### src/rtl/adder_arbiter64_pkg.sv
// Shared definitions for the two-requester 64-bit adder arbiter:
// data width, output-register state encoding, requester id type and
// the carry-lookahead helper functions used by the shared adder.
package adder_arbiter64_pkg;

   localparam int DATA_W = 64;

   // Output result register occupancy
   typedef enum logic {
      EMPTY = 1'b0,
      FULL  = 1'b1
   } out_state_e;

   // Identifies which requester issued an operation
   typedef logic req_id_t;

   localparam req_id_t REQ_ID0 = 1'b0;
   localparam req_id_t REQ_ID1 = 1'b1;

   // Group generate/propagate of a 4-wide slice: {G, P}
   function automatic logic [1:0] gp4(input logic [3:0] g, input logic [3:0] p);
      logic grp_g;
      logic grp_p;
      grp_g = g[3]
            | (p[3] & g[2])
            | (p[3] & p[2] & g[1])
            | (p[3] & p[2] & p[1] & g[0]);
      grp_p = &p;
      return {grp_g, grp_p};
   endfunction

   // Lookahead carries out of each position of a 4-wide slice.
   // Bit k of the result is the carry out of position k.
   function automatic logic [3:0] cla4(input logic [3:0] g, input logic [3:0] p,
                                       input logic cin);
      logic [3:0] c;
      c[0] = g[0] | (p[0] & cin);
      c[1] = g[1] | (p[1] & g[0]) | (p[1] & p[0] & cin);
      c[2] = g[2] | (p[2] & g[1]) | (p[2] & p[1] & g[0])
           | (p[2] & p[1] & p[0] & cin);
      c[3] = g[3] | (p[3] & g[2]) | (p[3] & p[2] & g[1])
           | (p[3] & p[2] & p[1] & g[0]) | (p[3] & p[2] & p[1] & p[0] & cin);
      return c;
   endfunction

endpackage

### src/rtl/adder_arbiter64_cla.sv
// 64-bit three-level carry-lookahead adder: 4-bit groups, 16-bit
// sections and a top-level lookahead across the four sections.
module CLA_adder64bit
   import adder_arbiter64_pkg::*;
(
   input  logic [DATA_W-1:0] a_i,
   input  logic [DATA_W-1:0] b_i,
   input  logic              c_i,
   output logic [DATA_W-1:0] s_o,
   output logic              c_o
);

   logic [DATA_W-1:0] bit_g;
   logic [DATA_W-1:0] bit_p;
   logic [DATA_W-1:0] bit_c;   // carry into each bit position
   logic [15:0]       grp_g;
   logic [15:0]       grp_p;
   logic [15:0]       grp_c;   // carry into each 4-bit group
   logic [3:0]        sec_g;
   logic [3:0]        sec_p;
   logic [4:0]        sec_c;   // carry into each 16-bit section, [4] = carry out

   // Per-bit generate/propagate and group/section lookahead terms
   always_comb begin
      logic [1:0] gp;
      gp    = '0;
      bit_g = a_i & b_i;
      bit_p = a_i ^ b_i;
      grp_g = '0;
      grp_p = '0;
      sec_g = '0;
      sec_p = '0;
      for (int j = 0; j < 16; j++) begin
         gp       = gp4(bit_g[4*j +: 4], bit_p[4*j +: 4]);
         grp_g[j] = gp[1];
         grp_p[j] = gp[0];
      end
      for (int k = 0; k < 4; k++) begin
         gp       = gp4(grp_g[4*k +: 4], grp_p[4*k +: 4]);
         sec_g[k] = gp[1];
         sec_p[k] = gp[0];
      end
   end

   // Carry distribution: sections first, then groups, then bits
   always_comb begin
      logic [3:0] cc;
      cc          = '0;
      sec_c       = '0;
      grp_c       = '0;
      bit_c       = '0;
      sec_c[0]    = c_i;
      sec_c[4:1]  = cla4(sec_g, sec_p, c_i);
      for (int k = 0; k < 4; k++) begin
         cc                   = cla4(grp_g[4*k +: 4], grp_p[4*k +: 4], sec_c[k]);
         grp_c[4*k]           = sec_c[k];
         grp_c[4*k+1 +: 3]    = cc[2:0];
      end
      for (int j = 0; j < 16; j++) begin
         cc                   = cla4(bit_g[4*j +: 4], bit_p[4*j +: 4], grp_c[j]);
         bit_c[4*j]           = grp_c[j];
         bit_c[4*j+1 +: 3]    = cc[2:0];
      end
   end

   assign s_o = bit_p ^ bit_c;
   assign c_o = sec_c[4];

endmodule

### src/rtl/adder_arbiter64.sv
// Two requesters share one 64-bit adder. A round-robin arbiter picks
// at most one requester per cycle whenever the single-entry result
// register can take a new result; per-requester saturating counters
// record how many operations each requester has had accepted.
module adder_arbiter64
   import adder_arbiter64_pkg::*;
#(
   parameter int CNT_W = 16
) (
   input  logic              clk,
   input  logic              reset,
   input  logic              req0,
   input  logic              req1,
   input  logic [DATA_W-1:0] a0,
   input  logic [DATA_W-1:0] b0,
   input  logic [DATA_W-1:0] a1,
   input  logic [DATA_W-1:0] b1,
   output logic              gnt0,
   output logic              gnt1,
   output logic              res_valid,
   input  logic              res_ready,
   output logic [DATA_W-1:0] res_s,
   output logic              res_cf,
   output logic              res_id,
   output logic [CNT_W-1:0]  cnt0,
   output logic [CNT_W-1:0]  cnt1
);

   localparam logic [CNT_W-1:0] CNT_MAX = '1;

   out_state_e        state_q;
   logic [DATA_W-1:0] res_s_q;
   logic              res_cf_q;
   req_id_t           res_id_q;
   req_id_t           last_gnt_q;
   logic [CNT_W-1:0]  cnt0_q;
   logic [CNT_W-1:0]  cnt1_q;
   logic [CNT_W-1:0]  cnt0_d;
   logic [CNT_W-1:0]  cnt1_d;

   logic              slot_free;
   logic              any_gnt;
   req_id_t           gnt_id;
   logic [DATA_W-1:0] add_a;
   logic [DATA_W-1:0] add_b;
   logic [DATA_W-1:0] add_s;
   logic              add_cf;

   // Counter increment that sticks at all-ones instead of wrapping
   function automatic logic [CNT_W-1:0] sat_inc(input logic [CNT_W-1:0] v);
      return (v == CNT_MAX) ? v : v + 1'b1;
   endfunction

   // The result slot can accept when empty or being drained this cycle
   assign slot_free = (state_q == EMPTY) || res_ready;

   // Round-robin arbitration; on contention the requester that was not
   // granted most recently wins. Reset suppresses all grants.
   always_comb begin
      gnt0 = 1'b0;
      gnt1 = 1'b0;
      if (!reset && slot_free) begin
         if (req0 && req1) begin
            gnt0 = (last_gnt_q == REQ_ID1);
            gnt1 = (last_gnt_q == REQ_ID0);
         end else begin
            gnt0 = req0;
            gnt1 = req1;
         end
      end
   end

   assign any_gnt = gnt0 | gnt1;
   assign gnt_id  = gnt1 ? REQ_ID1 : REQ_ID0;

   // Operand mux feeding the shared adder from the granted requester
   assign add_a = (gnt_id == REQ_ID1) ? a1 : a0;
   assign add_b = (gnt_id == REQ_ID1) ? b1 : b0;

   CLA_adder64bit u_cla (
      .a_i (add_a),
      .b_i (add_b),
      .c_i (1'b0),
      .s_o (add_s),
      .c_o (add_cf)
   );

   // Output FSM with the result register and round-robin pointer
   always_ff @(posedge clk) begin
      if (reset) begin
         state_q    <= EMPTY;
         res_s_q    <= '0;
         res_cf_q   <= 1'b0;
         res_id_q   <= REQ_ID0;
         last_gnt_q <= REQ_ID1;
      end else begin
         if (any_gnt) begin
            res_s_q    <= add_s;
            res_cf_q   <= add_cf;
            res_id_q   <= gnt_id;
            last_gnt_q <= gnt_id;
         end
         case (state_q)
            EMPTY: begin
               if (any_gnt) begin
                  state_q <= FULL;
               end
            end
            FULL: begin
               if (res_ready && !any_gnt) begin
                  state_q <= EMPTY;
               end
            end
            default: state_q <= EMPTY;
         endcase
      end
   end

   // Next values of the per-requester acceptance counters
   always_comb begin
      cnt0_d = cnt0_q;
      cnt1_d = cnt1_q;
      if (gnt0) begin
         cnt0_d = sat_inc(cnt0_q);
      end
      if (gnt1) begin
         cnt1_d = sat_inc(cnt1_q);
      end
   end

   // Acceptance counter registers
   always_ff @(posedge clk) begin
      if (reset) begin
         cnt0_q <= '0;
         cnt1_q <= '0;
      end else begin
         cnt0_q <= cnt0_d;
         cnt1_q <= cnt1_d;
      end
   end

   assign res_valid = (state_q == FULL);
   assign res_s     = res_s_q;
   assign res_cf    = res_cf_q;
   assign res_id    = res_id_q;
   assign cnt0      = cnt0_q;
   assign cnt1      = cnt1_q;

endmodule

### config.mk
export PLATFORM = sky130hd
export DESIGN_NAME = adder_arbiter64
export DESIGN_NICKNAME = d
export VERILOG_FILES = /design/src/rtl/adder_arbiter64_pkg.sv /design/src/rtl/adder_arbiter64_cla.sv /design/src/rtl/adder_arbiter64.sv
export SDC_FILE = /design/constraint.sdc
export NUM_CORES = 1
export LEC_CHECK = 0
export ABC_AREA = 0
export CAP_MARGIN = 20
export CORE_MARGIN = 2
export CORE_UTILIZATION = 39
export DETAILED_ROUTE_END_ITERATION = 10
export PLACE_DENSITY = 0.81
export SETUP_SLACK_MARGIN = 0.4
export SYNTH_ARGS = -nofsm -noshare
export SYNTH_HDL_FRONTEND = slang
export SYNTH_SLANG_ARGS = --single-unit
### constraint.sdc
create_clock -name clk -period 5.4 [get_ports clk]
set_clock_uncertainty 0.2 [all_clocks]
set_input_delay 1.35 -clock clk [delete_from_list [all_inputs] [get_ports clk]]
set_output_delay 1.35 -clock clk [all_outputs]
set_load 0.02 [all_outputs]
==> results.ini <==
[status]
outcome=complete, no violations

[floorplanning]
design.core.area_mm2=0.0202
initial_core_util_pct=39.8
rows=52
die_x_um=148
die-area_mm2=0.0218
boundaryPins=362
die-height_um=148

[timing]
timing.hold.ws_ns=0.254
min_period_over_period_pct=93.3
tightestPinTransition_ns=1.01
finalHoldViolCount=0
timing.fmax_mhz=199
post-route-min-period_ns=5.04
tns_ns=0
max-slew-margin-rel_pct=33.0
rsz0062_at_grt=true
setup_viol=0
fin_ws_ns=0.363
slew_violations=0

[finish]
fin_util_pct=71.3
antenna_cells=0
final_design_area_no_fill_mm2=0.0144
final_cells=1700
num-nets-final=1768
drive_above_1_share_pct=28.0
syn_to_final_growth_pct=79.1

[power_and_ir_drop]
internal-power_mw=1.99
ir_drop_mv=0.207
p_clk_share_pct=22.2
swShare_pct=35.6
p_sw_mw=1.10
cellLeakagePower_nw=5.69
seq_power_share_pct=27.7
power.density_mw_per_mm2=214
comb_power_share_pct=50.1
total_power_mw=3.09

[grt]
grt_first_pass_wirelength_mm=46.6
first_global_vias=9361
globalRouteOverflowTotal=0
grtUsageTotal_pct=26.7
grt_max_degree=85
antenna_found_initial=1

[synthesis]
synth-edff-count=0
synth.most_common_cell=mux2_2
syn_nets=1269
synthCells=926
ys.flop_type=dfxtp_1
synthTopCellsByCount=mux2_2 (121), dfxtp_1 (100), nand2_1 (91)
avgSynthCellArea_um2=8.70
synth.area.top_cells=dfxtp_1 (25%), mux2_2 (17%), ha_1 (10%), a21oi_1 (4.3%), nand2_1 (4.2%)
synthArstFlopShare_pct=0
yosysTopAreaCellShare_pct=24.8
synth.distinct_cells=66
synth_area_mm2=0.00806
yosys_warnings=0
yosysTopAreaCell=dfxtp_1
yosysSeqAreaShare_pct=24.8
ys_seq_elements=100

[setup_path]
crit_path_frequent_cell=buf_6
crit_path_max_fanout=8
cp_slowest_stage_delay_ns=0.38
crit_family=simple AND/OR/NAND/NOR gates
crit_slowest_cell=a221oi_2
timing.critical_path.buf_inv=9
crit_path_cell_trace=buf_6 -> nand2b_4 -> and2_4 -> nand3_4 -> inv_8 -> buf_12 -> buf_16 -> bufbuf_16 -> mux2_4 -> ha_4 -> and3_4 -> a221oi_2 -> o21ai_1 -> a221oi_2 -> or2_4 -> a21oi_2 -> buf_4 -> buf_6 -> buf_6 -> buf_6 -> nor3_1 -> or3b_1 -> a21oi_2
start_kind=input port
endpoint_kind=flop
path_class=input port to flop
required_ns=5.40
critPathArrivalTime_ns=5.04

[route]
drc=0
via_count=9093
drt-initial-drc-count=355
routedWlPerCell_um=18.3
wirelength_mm=31.2
antenna_left=0
dr.pass1.iters=5
viasPerCell=5.35

[placement]
place_area_mm2=0.0131
place_ws_ns=-0.451
gp_congestion=0.902
hpwl_mm=22.1
place_inst=1641
portBuffers=361

[clock_tree]
cts_tree=built
cts_max_path_buffers=2
path_clk_slew_ns=0.08
root_buffer=clkbuf_16
clock_latency_ns=0.35
holdBufCountCts=0
clkSinkCount=100
cts_max_level=3
numCtsBuffers=9

[flow_run]
drv_cap=0

[hold_path]
hold_class=flop to flop

-- placed cells by master (no fill, tap or decap), drive strengths merged, types with 25 or more instances in the layout --
cell type | netlist | layout
nor2 | 72 | 72
inv | 38 | 41
nand3 | 37 | 37
a21oi | 71 | 71
nand2 | 91 | 91
xnor2 | 31 | 31
mux2 | 121 | 121
xor2 | 25 | 25
buf | 12 | 167
clkdlybuf4s50 | 0 | 357
o21ai | 41 | 41
dfxtp | 100 | 100
ha | 66 | 66
-- worst min-delay path, cell delays in order (launching register included) --
cell     delay, ns
dfxtp_1       0.31
nand2_1       0.05
a21oi_1       0.05
-- logic make-up (layout without fill, tap and decap cells) --
logic type | Yosys count | in the layout | synth area share, %
flip-flops | 100 | 100 | 24.8
AO/OA/AOI/OAI | 194 | 194 | 15.6
multiplexers | 133 | 133 | 18.4
buffers and inverters | 78 | 582 | 3.63
AND/OR/NAND/NOR | 283 | 283 | 17.2
XOR/XNOR | 56 | 56 | 6.09
adder cells (fa/ha/maj) | 82 | 82 | 14.2
-- path summary, 6_finish.rpt --
check	start	end	slack, ns	cells after the start
hold / removal	res_s[18]$_SDFFE_PP0P_	res_s[18]$_SDFFE_PP0P_	0.25	2
setup / recovery	res_ready	res_s[59]$_SDFFE_PP0P_	0.36	23
setup reg to reg	res_valid$_SDFF_PP0_	res_s[59]$_SDFFE_PP0P_	1.12	22
hold reg to reg	res_s[18]$_SDFFE_PP0P_	res_s[18]$_SDFFE_PP0P_	0.25	2
-- per-layer routing --
metal  vias to the layer above  share of wire (%)  wire length [um]  GRT usage, %
li1                       4334                  -                 -             -
met1                      4292                 38             11700          29.3
met2                       389                 51             16000          48.9
met3                        76                7.2              2260          6.67
met4                         2                3.6              1140          11.1
met5                         -              0.055                17             0
-- state kept, by name (all words and copies together) (netlist names) --
register    flops
res_cf          1
cnt0           16
last_gnt_q      1
cnt1           16
res_valid       1
res_s          64
res_id          1
-- power by group through the flow --
stage | Sequential (mW) | Combinational [mW] | Clock [mW]
2_1_floorplan | 0.951 | 0.624 | 0
3_3_place_gp | 0.866 | 1.33 | 0
3_5_place_dp | 0.868 | 1.36 | 0
4_1_cts | 0.853 | 1.47 | 0.696
5_1_grt | 0.862 | 1.66 | 0.719
6_report | 0.854 | 1.55 | 0.686
-- layout make-up --
cell class / count / area, um2
multi-input cells: 748 / 6470
fillers: 1442 / 5800
repair buffers: 528 / 5150
flip-flops and latches: 100 / 2000
well taps: 270 / 338
clock buffers: 9 / 225
inverters: 38 / 150
clock inverters: 7 / 88.8
-- repair_timing --
action,in CTS,in global routing
endpoints found under the hold margin,0,0
endpoints found under the setup margin,40,32
buffers inserted,29,8
pin swaps,33,43
resized for setup,84,37
cloned,5,1
(Power assumes the default switching activity.)
